`config.mk`:
```
export PLATFORM = sky130hd
export DESIGN_NAME = serial_bcd_alu
export DESIGN_NICKNAME = d
export VERILOG_FILES = /design/src/rtl/serial_alu_pkg.sv /design/src/rtl/serial_timing_gen.sv /design/src/rtl/serial_bcd_alu.sv
export SDC_FILE = /design/constraint.sdc
export NUM_CORES = 1
export LEC_CHECK = 0
export BUFFER_PORTS_ARGS = -buffer_cell sky130_fd_sc_hd__buf_2
export CAP_MARGIN = 20
export CORE_ASPECT_RATIO = 1.1
export CORE_MARGIN = 10
export CORE_UTILIZATION = 63
export CTS_CLUSTER_DIAMETER = 80
export DETAILED_ROUTE_END_ITERATION = 10
export GPL_ROUTABILITY_DRIVEN = 0
export PLACE_DENSITY_LB_ADDON = 0.1
export SYNTH_ARGS = -nofsm -noshare
export SYNTH_HDL_FRONTEND = slang
export SYNTH_SLANG_ARGS = --single-unit
```
`constraint.sdc`:
```
create_clock -name phi2 -period 13.5 [get_ports phi2]
set_clock_uncertainty 0.2 [all_clocks]
set_input_delay 2.7 -clock phi2 [delete_from_list [all_inputs] [get_ports phi2]]
set_output_delay 2.7 -clock phi2 [all_outputs]
set_load 0.02 [all_outputs]
```
`src/rtl/serial_alu_pkg.sv`:
```
// Shared constants and the per-digit BCD/binary add/subtract function for the serial BCD ALU.
package serial_alu_pkg;

  localparam logic [3:0] T1 = 4'b0001;
  localparam logic [3:0] T2 = 4'b0010;
  localparam logic [3:0] T3 = 4'b0100;
  localparam logic [3:0] T4 = 4'b1000;

  localparam logic [3:0] BCD_CORR_ADD = 4'd6;
  localparam logic [3:0] BCD_CORR_SUB = 4'd10;

  // Returns {carry/borrow out, result digit}.
  function automatic logic [4:0] digit_op(input logic [3:0] x, input logic [3:0] y,
                                          input logic c, input logic sub, input logic bin);
    logic [4:0] r;
    logic       adj;
    logic [3:0] corr;
    if (sub) r = {1'b0, x} - {1'b0, y} - {4'd0, c};
    else     r = {1'b0, x} + {1'b0, y} + {4'd0, c};
    // Bit 4 of the 5-bit result is the sign for subtract and the carry for add.
    adj  = sub ? r[4] : (r > 5'd9);
    corr = sub ? BCD_CORR_SUB : BCD_CORR_ADD;
    if (bin)      return r;
    else if (adj) return {1'b1, r[3:0] + corr};
    else          return {1'b0, r[3:0]};
  endfunction

endpackage

```
`src/rtl/serial_timing_gen.sv`:
```
// Bit/digit counters with SYNC restart, per-word field latch and field decode.
module serial_timing_gen
  import serial_alu_pkg::*;
#(
  parameter int unsigned DIGITS  = 14,
  parameter int unsigned FIELD_W = 4
) (
  input  logic               phi2,
  input  logic               reset,
  input  logic               sync,
  input  logic [FIELD_W-1:0] field_first,
  input  logic [FIELD_W-1:0] field_last,
  output logic               active,
  output logic [1:0]         bit_idx,
  output logic [FIELD_W-1:0] digit_idx,
  output logic [3:0]         t_state,
  output logic               in_field,
  output logic               is_first,
  output logic               empty_field,
  output logic               field_end
);

  localparam logic [FIELD_W-1:0] LastDigit = FIELD_W'(DIGITS - 1);

  logic [1:0]         bit_q, bit_d;
  logic [FIELD_W-1:0] dig_q, dig_d;
  logic               active_q;
  logic [FIELD_W-1:0] first_q, last_q, first_w, last_raw, last_w;

  always_comb begin
    active    = sync | active_q;
    bit_idx   = sync ? 2'd0 : bit_q;
    digit_idx = sync ? '0 : dig_q;
    first_w   = sync ? field_first : first_q;
    last_raw  = sync ? field_last : last_q;
    last_w    = (last_raw > LastDigit) ? LastDigit : last_raw;

    empty_field = first_w > last_w;
    in_field    = !empty_field && (digit_idx >= first_w) && (digit_idx <= last_w);
    is_first    = digit_idx == first_w;
    // An empty field still closes the word so CARRY can be cleared.
    field_end   = active && (bit_idx == 2'd3) &&
                  (empty_field ? (digit_idx == LastDigit) : (digit_idx == last_w));

    unique case (bit_idx)
      2'd0:    t_state = T1;
      2'd1:    t_state = T2;
      2'd2:    t_state = T3;
      default: t_state = T4;
    endcase

    bit_d = bit_idx;
    dig_d = digit_idx;
    if (active) begin
      bit_d = bit_idx + 2'd1;
      if (bit_idx == 2'd3) dig_d = (digit_idx == LastDigit) ? '0 : digit_idx + 1'b1;
    end
  end

  always_ff @(posedge phi2) begin
    if (reset) begin
      bit_q    <= 2'd0;
      dig_q    <= '0;
      active_q <= 1'b0;
      first_q  <= '0;
      last_q   <= '0;
    end else begin
      bit_q    <= bit_d;
      dig_q    <= dig_d;
      active_q <= active;
      first_q  <= first_w;
      last_q   <= last_raw;
    end
  end

endmodule

```
`src/rtl/serial_bcd_alu.sv`:
```
// Bit-serial BCD/binary add/subtract over a digit field with 4-cycle output latency.
// Optional zero detect enabled by defining SERIAL_ALU_ZERO_DETECT_EN.
module serial_bcd_alu
  import serial_alu_pkg::*;
#(
  parameter int unsigned DIGITS  = 14,
  parameter int unsigned FIELD_W = 4
) (
  input  logic               phi2,
  input  logic               reset,
  input  logic               sync,
  input  logic               x_in,
  input  logic               y_in,
  input  logic               c_in,
  input  logic               sub,
  input  logic               bin,
  input  logic [FIELD_W-1:0] field_first,
  input  logic [FIELD_W-1:0] field_last,
  output logic               sum_out,
  output logic               sum_valid,
  output logic [FIELD_W-1:0] sum_digit,
  output logic [3:0]         t_state,
`ifdef SERIAL_ALU_ZERO_DETECT_EN
  output logic               zero,
`endif
  output logic               carry
);

  logic               active, in_field, is_first, empty_field, field_end;
  logic [1:0]         bit_idx;
  logic [FIELD_W-1:0] digit_idx;

  serial_timing_gen #(
    .DIGITS (DIGITS),
    .FIELD_W(FIELD_W)
  ) u_timing (
    .phi2       (phi2),
    .reset      (reset),
    .sync       (sync),
    .field_first(field_first),
    .field_last (field_last),
    .active     (active),
    .bit_idx    (bit_idx),
    .digit_idx  (digit_idx),
    .t_state    (t_state),
    .in_field   (in_field),
    .is_first   (is_first),
    .empty_field(empty_field),
    .field_end  (field_end)
  );

  logic [2:0]         x_sr_q, y_sr_q;
  logic               sub_q, bin_q, chain_q, chain_d, carry_q, carry_d, valid_q;
  logic [3:0]         out_q, out_d, x_nib, y_nib;
  logic [FIELD_W-1:0] out_dig_q, out_dig_d;
  logic [4:0]         op;
  logic               sub_w, bin_w, cin, digit_done;

  always_comb begin
    sub_w      = sync ? sub : sub_q;
    bin_w      = sync ? bin : bin_q;
    x_nib      = {x_in, x_sr_q};
    y_nib      = {y_in, y_sr_q};
    cin        = is_first ? c_in : chain_q;
    op         = digit_op(x_nib, y_nib, cin, sub_w, bin_w);
    digit_done = active && (bit_idx == 2'd3);

    // The holding register doubles as the output shifter: load on T4, shift LSB first.
    out_d     = digit_done ? (in_field ? op[3:0] : x_nib) : {1'b0, out_q[3:1]};
    out_dig_d = digit_done ? digit_idx : out_dig_q;
    chain_d   = (digit_done && in_field) ? op[4] : chain_q;
    carry_d   = field_end ? (!empty_field && op[4]) : carry_q;
  end

  always_ff @(posedge phi2) begin
    if (reset) begin
      x_sr_q    <= '0;
      y_sr_q    <= '0;
      sub_q     <= 1'b0;
      bin_q     <= 1'b0;
      chain_q   <= 1'b0;
      out_q     <= '0;
      out_dig_q <= '0;
      valid_q   <= 1'b0;
      carry_q   <= 1'b0;
    end else begin
      x_sr_q    <= {x_in, x_sr_q[2:1]};
      y_sr_q    <= {y_in, y_sr_q[2:1]};
      sub_q     <= sub_w;
      bin_q     <= bin_w;
      chain_q   <= chain_d;
      out_q     <= out_d;
      out_dig_q <= out_dig_d;
      valid_q   <= valid_q | digit_done;
      carry_q   <= carry_d;
    end
  end

  assign sum_out   = out_q[0];
  assign sum_valid = valid_q;
  assign sum_digit = out_dig_q;
  assign carry     = carry_q;

`ifdef SERIAL_ALU_ZERO_DETECT_EN
  logic zacc_q, zacc_d, zero_q, zero_d, zfield;

  always_comb begin
    zfield = (is_first || zacc_q) && (op[3:0] == 4'd0);
    zacc_d = (digit_done && in_field) ? zfield : zacc_q;
    zero_d = field_end ? (empty_field || zfield) : zero_q;
  end

  always_ff @(posedge phi2) begin
    if (reset) begin
      zacc_q <= 1'b1;
      zero_q <= 1'b1;
    end else begin
      zacc_q <= zacc_d;
      zero_q <= zero_d;
    end
  end

  assign zero = zero_q;
`endif

endmodule
```
==> results of run 1 <==
-- power by group through the flow --
stage | Sequential (W) | Clock (W) | Combinational [W]
3_3_place_gp | 0.000108 | 0 | 0.0000532
3_5_place_dp | 0.000108 | 0 | 0.0000547
5_1_grt | 0.000106 | 0.0000787 | 0.0000621
6_report | 0.000105 | 0.0000735 | 0.0000555
4_1_cts | 0.000106 | 0.0000746 | 0.0000550
2_1_floorplan | 0.000107 | 0 | 0.0000432
-- kinds of logic (layout without fill, tap and decap cells) --
kind of cell             after synthesis  after routing
multiplexers                          17             17
flip-flops                            34             34
buffers and inverters                 33             56
AO/OA/AOI/OAI                         58             58
XOR/XNOR                               6              6
AND/OR/NAND/NOR                       91             91
adder cells (fa/ha/maj)               31             31
-- worst max-delay path: stages --
cell and delay, ps:
sky130_fd_sc_hd__buf_2 390, sky130_fd_sc_hd__nand2b_1 240, sky130_fd_sc_hd__inv_2 70, sky130_fd_sc_hd__ha_1 190
sky130_fd_sc_hd__buf_2 160
-- per-layer routing --
metal	wire (µm)	global-route usage	vias up
met5	0	0	-
met4	131	0.07504	0
met3	215	0.03556	13
met2	2676	0.2830	50
met1	2079	0.1707	931
li1	-	-	992
-- registers in the layout (all words and copies together) (netlist names), 2 cells and up --
name and count:
sum_digit 4, u_timing.dig_q 4, y_sr_q 3, x_sr_q 3
out_q 4, u_timing.bit_q 2, u_timing.first_q 4, u_timing.last_q 4
-- area by class of cell --
cell class	instances	area, µm²
clock buffer	6	82.58
fill	311	1037
inverter	23	86.33
multi-input combinational	203	1510
sequential	34	680.7
tap	50	62.56
timing repair buffer	27	137.6
-- worst paths after layout --
| kind | from | endpoint | slack (ps) |
|---|---|---|---|
| worst max-delay path | sync | t_state[1] | 6850 |
| worst min-delay path | u_timing.bit_q[1] | u_timing.bit_q[1] | 250 |
| worst max register to register | u_timing.dig_q[3] | out_q[3] | 9470 |
| worst min register to register | u_timing.bit_q[1] | u_timing.bit_q[1] | 250 |
-- cell usage after synthesis (2+ instances only) --
cell,count,share of area
sky130_fd_sc_hd__a2111oi_0,2,0.0075
sky130_fd_sc_hd__a211oi_1,6,0.019
sky130_fd_sc_hd__a21o_1,2,0.0065
sky130_fd_sc_hd__a21oi_1,20,0.043
sky130_fd_sc_hd__a32o_1,2,0.0086
sky130_fd_sc_hd__and2_1,2,0.0054
sky130_fd_sc_hd__clkbuf_1,8,0.013
sky130_fd_sc_hd__dfxtp_1,34,0.29
sky130_fd_sc_hd__fa_1,5,0.043
sky130_fd_sc_hd__ha_1,26,0.14
sky130_fd_sc_hd__inv_1,17,0.027
sky130_fd_sc_hd__inv_2,6,0.0097
sky130_fd_sc_hd__mux2_2,2,0.0097
sky130_fd_sc_hd__mux2i_1,13,0.056
sky130_fd_sc_hd__nand2_1,13,0.021
sky130_fd_sc_hd__nand2b_1,8,0.022
sky130_fd_sc_hd__nand3_1,7,0.015
sky130_fd_sc_hd__nand4_1,5,0.013
sky130_fd_sc_hd__nor2_1,35,0.057
sky130_fd_sc_hd__nor2b_1,7,0.019
sky130_fd_sc_hd__nor3b_1,3,0.0097
sky130_fd_sc_hd__o2111ai_1,2,0.0075
sky130_fd_sc_hd__o21a_1,2,0.0065
sky130_fd_sc_hd__o21ai_0,3,0.0065
sky130_fd_sc_hd__o21ai_1,6,0.013
sky130_fd_sc_hd__o21bai_1,2,0.0065
sky130_fd_sc_hd__or2_1,2,0.0054
sky130_fd_sc_hd__or3_1,2,0.0054
sky130_fd_sc_hd__xnor2_1,3,0.011
sky130_fd_sc_hd__xor2_1,3,0.011
-- through the flow --
stage / instance area, µm² / util / instances
3_3_place_gp: 2477 / 0.6887 / 337
2_1_floorplan: 2323 / - / 270
5_1_grt: 2560 / 0.7117 / 343
3_5_place_dp: 2477 / 0.6887 / 337
4_1_cts: 2560 / 0.7117 / 343
6_report: 2560 / 0.7117 / 343
==> flow_summary.json, run 1 <==
{
  "required_time_reported_for_the_critical_path_endpoint_ps": 10600,
  "core_area_um2": 3597,
  "grt_start_max_net_pins": 37,
  "fmax_mhz": 150.3,
  "final_period_minus_worst_setup_slack_ps": 6654,
  "post_synthesis_average_cell_area_um2": 8.605,
  "synth_edf_count": 0,
  "clock_sinks": 34,
  "synth_ff_type": "sky130_fd_sc_hd__dfxtp_1",
  "final.setup.worst_slack_ps": 6846,
  "fin_hold_ws_ps": 253.4,
  "yosys.area_share.adder": 0.1831,
  "num_vias": 1986,
  "leakage_nw": 1.138,
  "grt_pass1_vias": 1875,
  "timing.critical_path.arrival_ps": 3750,
  "synth_compound_area_frac": 0.1691,
  "detail_route.wirelength_um": 5102,
  "power-per-cell-area_nw_per_um2": 91.61,
  "initial_utilization": 0.6459,
  "finalMaxSlewViolations": 0,
  "cts_inserted_buffers": 5,
  "timing.critical_path.to_type": "output pin",
  "hold_depth": 2,
  "drt-initial-drc-count": 107,
  "wl_per_cell_um": 14.87,
  "post_cts_hold_buffer_count": 0,
  "psw_w": 0.00006916,
  "worst_setup_hold_path_clk_slew_ps": 60,
  "setup_violation_total_in_the_final_timing_report": 0,
  "ios": 27,
  "die_h_um": 83.70,
  "slew_headroom": 0.5864,
  "global_route_wire_length_before_repair_um": 8604,
  "fp.dieArea_um2": 6520,
  "antenna_found_initial": 0,
  "synth.distinct_cells": 52,
  "grt_util_all_layers": 0.1585,
  "internal_power_w": 0.0001654,
  "rsz0062_at_grt": "false",
  "hp-class": "reg -> reg",
  "drive_above_1_share": 0.1536,
  "register_share_of_total_power": 0.450,
  "final_net_count": 341,
  "route.detailed.vias_per_inst": 5.790,
  "drt.antenna.violating_nets": 0,
  "post_cts_resized": 0,
  "timing.final.crit_share": 0.4929,
  "seq_area_frac_synth": 0.2929,
  "clock_power_share": 0.313,
  "cts_post_setup_buffers_inserted": 0,
  "outcome": "completed",
  "ir_worst_vdd_uv": 48.61,
  "layout-area-overhead-vs-synth_pct": 10.18,
  "synth_seq_cells": 34,
  "fin_total_pwr_w": 0.0002345,
  "htreeDepth": 2,
  "most-common-layout-cells": "sky130_fd_sc_hd__nor2_1 (35), sky130_fd_sc_hd__dfxtp_1 (34), sky130_fd_sc_hd__ha_1 (26), sky130_fd_sc_hd__buf_2 (26), sky130_fd_sc_hd__a21oi_1 (20)",
  "core.rowCount": 23,
  "syn-cell-area_um2": 2323,
  "ys_async_sr_fraction": 0,
  "timing.final.hold_violations": 0,
  "chip_width_um": 77.91,
  "clockBufferDepth": 2,
  "dp.final_hpwl_um": 3918,
  "worst-slew-pin-transition_ps": 603.2,
  "timing_worst_setup_path_type": "in -> out",
  "ctsRootBufferMaster": "sky130_fd_sc_hd__clkbuf_8",
  "setup_tns_ps": 0,
  "grt_remaining_overflow": 0,
  "synth-simple-area-share": 0.1933,
  "tritoncts": "yes",
  "layout_commonest_cell": "sky130_fd_sc_hd__nor2_1",
  "netSwitchingFraction": 0.2949,
  "largest_family_of_logic_cells_by_synthesized_area": "simple AND/OR/NAND/NOR gates",
  "post_synth_mux_area_share": 0.08185,
  "synth_fp_nets": 317,
  "rr_worst_depth": 14,
  "power.share.combinational": 0.237,
  "cells_after_synth": 270,
  "dr.pass1.iters": 6,
  "synth_xor_area_frac": 0.02262,
  "post-route-drc-count": 0,
  "cap_viol_max_count": 0,
  "critical_path.startpoint_type": "primary input",
  "port-buffer-count": 26,
  "n_antenna_cell": 0,
  "yosysWarnings": 0,
  "crit_fanout": 23,
  "worstSkewPairLatency_ps": 280,
  "dpl_worst_slack_ps": 6666
}
Note: power is estimated with default switching activity, not from simulation.
==> inputs of run 2 (changes only) <==
CORE_UTILIZATION = 58   (was 63)
clock period = 6.44 ns   (was 13.5 ns; I/O delays follow)
==> run 2 against run 1 <==
Worst hold slack gained 0.84 ps. Design area up 1.2%. Non-clock buffer count is the same. Critical endpoint is now out_q[3]. Largest cell class unchanged.
==> flow_summary.json, run 2 (synthesized netlist as in run 1, its figures left out) <==
{
  "outcome": "completed",
  "global_route_wire_length_before_repair_um": 8756,
  "initial_utilization": 0.5952,
  "crit_fanout": 23,
  "detail_route.wirelength_um": 5117,
  "finalMaxSlewViolations": 0,
  "final.fill_count": 349,
  "ctsRootBufferMaster": "sky130_fd_sc_hd__clkbuf_8",
  "power.share.combinational": 0.222,
  "tritoncts": "yes",
  "dr.pass1.iters": 4,
  "psw_w": 0.0001501,
  "grt_pass1_vias": 1873,
  "power-per-cell-area_nw_per_um2": 201.5,
  "final_cell_area_um2": 2590,
  "clock_power_share": 0.355,
  "cpMaxStageDelayCell": "sky130_fd_sc_hd__fa_1",
  "dp.final_hpwl_um": 3858,
  "leakage_nw": 1.152,
  "critical_path.cell_chain": "buf_2 > mux2i_1 > inv_1 > ha_1 > nand4_1 > mux2_2 > fa_1 > inv_1 > fa_1 > nand2b_1 > a21oi_1 > mux2i_4 > a32oi_1 > or3_1 > a32o_1",
  "timing.critical_path.arrival_ps": 5100,
  "clock_sinks": 34,
  "final_net_count": 341,
  "core_area_um2": 3904,
  "clockBufferDepth": 2,
  "ff_latch_area_um2": 680.7,
  "grt_util_all_layers": 0.1552,
  "grt_start_max_net_pins": 37,
  "die_h_um": 86.38,
  "worstSkewPairLatency_ps": 290,
  "setup_violation_total_in_the_final_timing_report": 0,
  "worst_setup_hold_path_clk_slew_ps": 70,
  "layout_commonest_cell": "sky130_fd_sc_hd__nor2_1",
  "htreeDepth": 2,
  "drt.antenna.violating_nets": 0,
  "final_period_minus_worst_setup_slack_ps": 5107,
  "timing.critical_path.to_type": "register",
  "chip_width_um": 80.35,
  "internal_power_w": 0.0003719,
  "required_time_reported_for_the_critical_path_endpoint_ps": 6430,
  "drt-initial-drc-count": 79,
  "layout-area-overhead-vs-synth_pct": 11.47,
  "rsz0062_at_grt": "false",
  "ios": 27,
  "wl_per_cell_um": 14.75,
  "cts_post_setup_buffers_inserted": 0,
  "timing.final.crit_share": 0.7930,
  "ir_worst_vdd_uv": 92.29,
  "fp.dieArea_um2": 6940,
  "antenna_found_initial": 0,
  "cpPeakStageDelay_ps": 420,
  "cpLargestDelayFamily": "multiplexers",
  "cp.buffers_inverters": 3,
  "cts_inserted_buffers": 5,
  "setup_tns_ps": 0,
  "route.detailed.vias_per_inst": 5.573,
  "cap_viol_max_count": 0,
  "register_share_of_total_power": 0.424,
  "netSwitchingFraction": 0.2875,
  "placedInstanceArea_um2": 2480,
  "critical_path.startpoint_type": "primary input",
  "hp-class": "reg -> reg",
  "core.rowCount": 24,
  "n_antenna_cell": 0,
  "num_vias": 1934,
  "post_cts_hold_buffer_count": 0,
  "timing_worst_setup_path_type": "in -> reg",
  "multiInputGateArea_um2": 1510,
  "post-route-drc-count": 0,
  "slew_headroom": 0.5027,
  "timing.final.hold_violations": 0,
  "fmax_mhz": 195.8,
  "port-buffer-count": 26,
  "most-common-layout-cells": "sky130_fd_sc_hd__nor2_1 (35), sky130_fd_sc_hd__dfxtp_1 (34), sky130_fd_sc_hd__ha_1 (26), sky130_fd_sc_hd__buf_2 (26), sky130_fd_sc_hd__a21oi_1 (20)",
  "worst-slew-pin-transition_ps": 744.4,
  "drive_above_1_share": 0.1593,
  "grt_remaining_overflow": 0,
  "post_cts_resized": 0
}
==> run 2: cell count changes in the layout (fill, tap and decap cells not counted), sizes merged <==
cell	before	now
clkbuf	6	8
==> run 2: worst paths after layout <==
check                    start           end  slack [ps]  depth (start not counted)
max                       sync      out_q[3]        1330                         15
min               sum_digit[1]  sum_digit[1]         250                          2
max reg2reg  u_timing.dig_q[3]      out_q[3]        2450                         14
min reg2reg       sum_digit[1]  sum_digit[1]         250                          2
==> run 2: power by group through the flow <==
| stage | registers [W] | clock network (W) | logic [W] |
|---|---|---|---|
| 3_5_place_dp | 0.000226 | 0 | 0.000114 |
| 2_1_floorplan | 0.000225 | 0 | 0.0000905 |
| 6_report | 0.000221 | 0.000185 | 0.000116 |
| 4_1_cts | 0.000221 | 0.000188 | 0.000116 |
| 5_1_grt | 0.000222 | 0.000202 | 0.000131 |
| 3_3_place_gp | 0.000226 | 0 | 0.000113 |
==> run 2: area by class of cell <==
type / count / share of cell area
Sequential cell: 34 / 0.2628
Inverter: 23 / 0.03333
Multi-Input combinational cell: 203 / 0.5831
Clock buffer: 8 / 0.04251
Tap cell: 52 / 0.02512
Timing Repair Buffer: 27 / 0.05314
==> run 2: routing by layer <==
metal / share of wire / vias up / global-route usage
met5: 0 / - / 0
met4: 0.026 / 0 / 0.06891
met3: 0.032 / 10 / 0.03727
met2: 0.52 / 35 / 0.2710
met1: 0.43 / 895 / 0.1722
li1: - / 994 / -
==> run 2: worst register-to-register path, stage by stage (launching register included) <==
cell,delay [ps]
sky130_fd_sc_hd__dfxtp_1,390
sky130_fd_sc_hd__nor2b_1,410
sky130_fd_sc_hd__ha_1,350
sky130_fd_sc_hd__nand4_1,100
sky130_fd_sc_hd__mux2_2,360
sky130_fd_sc_hd__fa_1,360
sky130_fd_sc_hd__inv_1,90
sky130_fd_sc_hd__fa_1,430
sky130_fd_sc_hd__inv_1,70
sky130_fd_sc_hd__mux2i_1,120
sky130_fd_sc_hd__fa_1,400
sky130_fd_sc_hd__inv_1,70
sky130_fd_sc_hd__a21oi_1,30
sky130_fd_sc_hd__or3_1,310
sky130_fd_sc_hd__a32o_1,200
==> run 2: per-stage QoR <==
stage | total power (W) | hold slack [ps] | std cells | worst slack, ps | utilization
6_report | 0.0005219 | 254.2 | 347 | 1333 | 0.6635
5_1_grt | 0.0005548 | 282.7 | 347 | 1066 | 0.6635
4_1_cts | 0.0005249 | 256.5 | 347 | 1347 | 0.6635
3_5_place_dp | 0.0003404 | 248.3 | 339 | 1057 | 0.6353
3_3_place_gp | 0.0003383 | 238.9 | 339 | 1138 | 0.6353
2_1_floorplan | 0.0003152 | 232.4 | 270 | 1137 | -
==> inputs of run 3 (changes only) <==
clock period = 4.9 ns   (was 6.44 ns; I/O delays follow)
==> run 3 against run 2 <==
Global-route usage grew 0.66 points. Via count grew 4.0%. Design area grew 3.9%. Core utilization grew 2.6 points. Setup slack lost 860 ps. Critical path depth grew 1. Sequential share of layout area shrank 0.99 points. Critical path type unchanged. Critical endpoint unchanged.
==> flow_summary.json, run 3 (synthesized netlist as in run 1, its figures left out) <==
{
  "r2r_slack_ps": 1100,
  "most-common-layout-cells": "sky130_fd_sc_hd__nor2_1 (35), sky130_fd_sc_hd__dfxtp_1 (34), sky130_fd_sc_hd__ha_1 (26), sky130_fd_sc_hd__buf_2 (26), sky130_fd_sc_hd__a21oi_1 (20)",
  "grt_pass1_vias": 1986,
  "power-per-cell-area_nw_per_um2": 247.1,
  "timing.critical_path.arrival_ps": 4400,
  "fin_total_pwr_w": 0.0006652,
  "setup_tns_ps": 0,
  "leakage_nw": 1.219,
  "cap_viol_max_count": 0,
  "required_time_reported_for_the_critical_path_endpoint_ps": 4880,
  "fmax_mhz": 226.1,
  "num_vias": 2012,
  "worst-slew-pin-transition_ps": 637.3,
  "cp.buffers_inverters": 5,
  "drive_above_1_share": 0.1994,
  "port-buffer-count": 26,
  "die_h_um": 86.38,
  "cpPeakStageDelay_ps": 440,
  "finalMaxSlewViolations": 0,
  "crit_fanout": 10,
  "global_route_wire_length_before_repair_um": 9163,
  "drt-initial-drc-count": 92,
  "final_net_count": 357,
  "dpl.cell_count": 355,
  "detail_route.wirelength_um": 5308,
  "critical_path.startpoint_type": "primary input",
  "critical_path.cell_chain": "buf_2 > buf_4 > nand2b_1 > ha_1 > nand4_1 > mux2_2 > fa_1 > inv_1 > fa_1 > inv_1 > mux2i_1 > fa_1 > inv_1 > a21oi_1 > or3_1 > a32o_1",
  "htreeDepth": 2,
  "outcome": "completed",
  "layout-area-overhead-vs-synth_pct": 15.83,
  "cpLargestDelayFamily": "adder cells",
  "post_layout_nonfiller_instances": 363,
  "final.setup.worst_slack_ps": 476.4,
  "cpMaxStageDelayCell": "sky130_fd_sc_hd__fa_1",
  "dr.pass1.iters": 5,
  "worstSkewPairLatency_ps": 280,
  "dpl_worst_slack_ps": 188.1,
  "clock_sinks": 34,
  "n_antenna_cell": 0,
  "timing_worst_setup_path_type": "in -> reg",
  "hp-class": "reg -> reg",
  "core_area_um2": 3904,
  "tritoncts": "yes",
  "layout_commonest_cell": "sky130_fd_sc_hd__nor2_1",
  "core.rowCount": 24,
  "setup_violation_total_in_the_final_timing_report": 0,
  "post_cts_resized": 0,
  "ios": 27,
  "timing.final.hold_violations": 0,
  "timing.critical_path.to_type": "register",
  "grt_remaining_overflow": 0,
  "ir_worst_vdd_uv": 121.1,
  "post_cts_hold_buffer_count": 0,
  "antenna_found_initial": 0,
  "dp.final_hpwl_um": 4133,
  "timing.final.crit_share": 0.9028,
  "slew_headroom": 0.5752,
  "ctsRootBufferMaster": "sky130_fd_sc_hd__clkbuf_8",
  "initial_utilization": 0.5952,
  "clockBufferDepth": 2,
  "cts_post_setup_buffers_inserted": 0,
  "grt_util_all_layers": 0.1618,
  "worst_setup_hold_path_clk_slew_ps": 70,
  "wl_per_cell_um": 14.62,
  "fin_hold_ws_ps": 255.0,
  "chip_width_um": 80.35,
  "route.detailed.vias_per_inst": 5.543,
  "fp.dieArea_um2": 6940,
  "grt_start_max_net_pins": 37,
  "cts_inserted_buffers": 5,
  "drt.antenna.violating_nets": 0,
  "post-route-drc-count": 0,
  "rsz0062_at_grt": "false",
  "final_period_minus_worst_setup_slack_ps": 4424
}
[run 3: cell type report]
type	instances	area [µm²]
repair buffers	43	257.7
inverters	23	86.33
fillers	339	1212
clock buffers	7	86.33
multi-input cells	203	1510
flip-flops and latches	34	680.7
well taps	52	65.06
clock inverters	1	5.005
[run 3: worst paths after layout]
kind	start	endpoint	cells past startpoint
worst max-delay path	sync	out_q[3]	16
worst min-delay path	sum_digit[2]	sum_digit[2]	2
worst max register to register	u_timing.dig_q[1]	out_q[3]	14
worst min register to register	sum_digit[2]	sum_digit[2]	2
[run 3: layer usage]
metal / track usage / share of wire / vias up
met2: 0.2986 / 0.54 / 32
met1: 0.1742 / 0.41 / 940
met3: 0.03106 / 0.031 / 17
met5: 0 / 0 / -
li1: - / - / 1023
met4: 0.06250 / 0.023 / 0
[run 3: worst register-to-register path, stage by stage (launching register included)]
cell and delay (ps):
sky130_fd_sc_hd__dfxtp_1 420, sky130_fd_sc_hd__nor2b_1 250, sky130_fd_sc_hd__ha_1 280, sky130_fd_sc_hd__nand4_1 110
sky130_fd_sc_hd__mux2_2 360, sky130_fd_sc_hd__fa_1 360, sky130_fd_sc_hd__inv_1 100, sky130_fd_sc_hd__fa_1 440
sky130_fd_sc_hd__inv_1 70, sky130_fd_sc_hd__mux2i_1 110, sky130_fd_sc_hd__fa_1 400, sky130_fd_sc_hd__inv_1 70
sky130_fd_sc_hd__a21oi_1 30, sky130_fd_sc_hd__or3_1 310, sky130_fd_sc_hd__a32o_1 200
[run 3: per-stage QoR]
| stage | area, µm² | util |
|---|---|---|
| floorplan | 2326 | - |
| global placement | 2600 | 0.6660 |
| detailed placement | 2600 | 0.6660 |
| CTS | 2691 | 0.6894 |
| global route | 2691 | 0.6894 |
| finish | 2691 | 0.6894 |
[run 3: power breakdown]
group / switching (W) / internal [W]
combinational: 0.0000921 / 0.0000699
sequential: 0.00000534 / 0.000285
clock: 0.0000993 / 0.000113
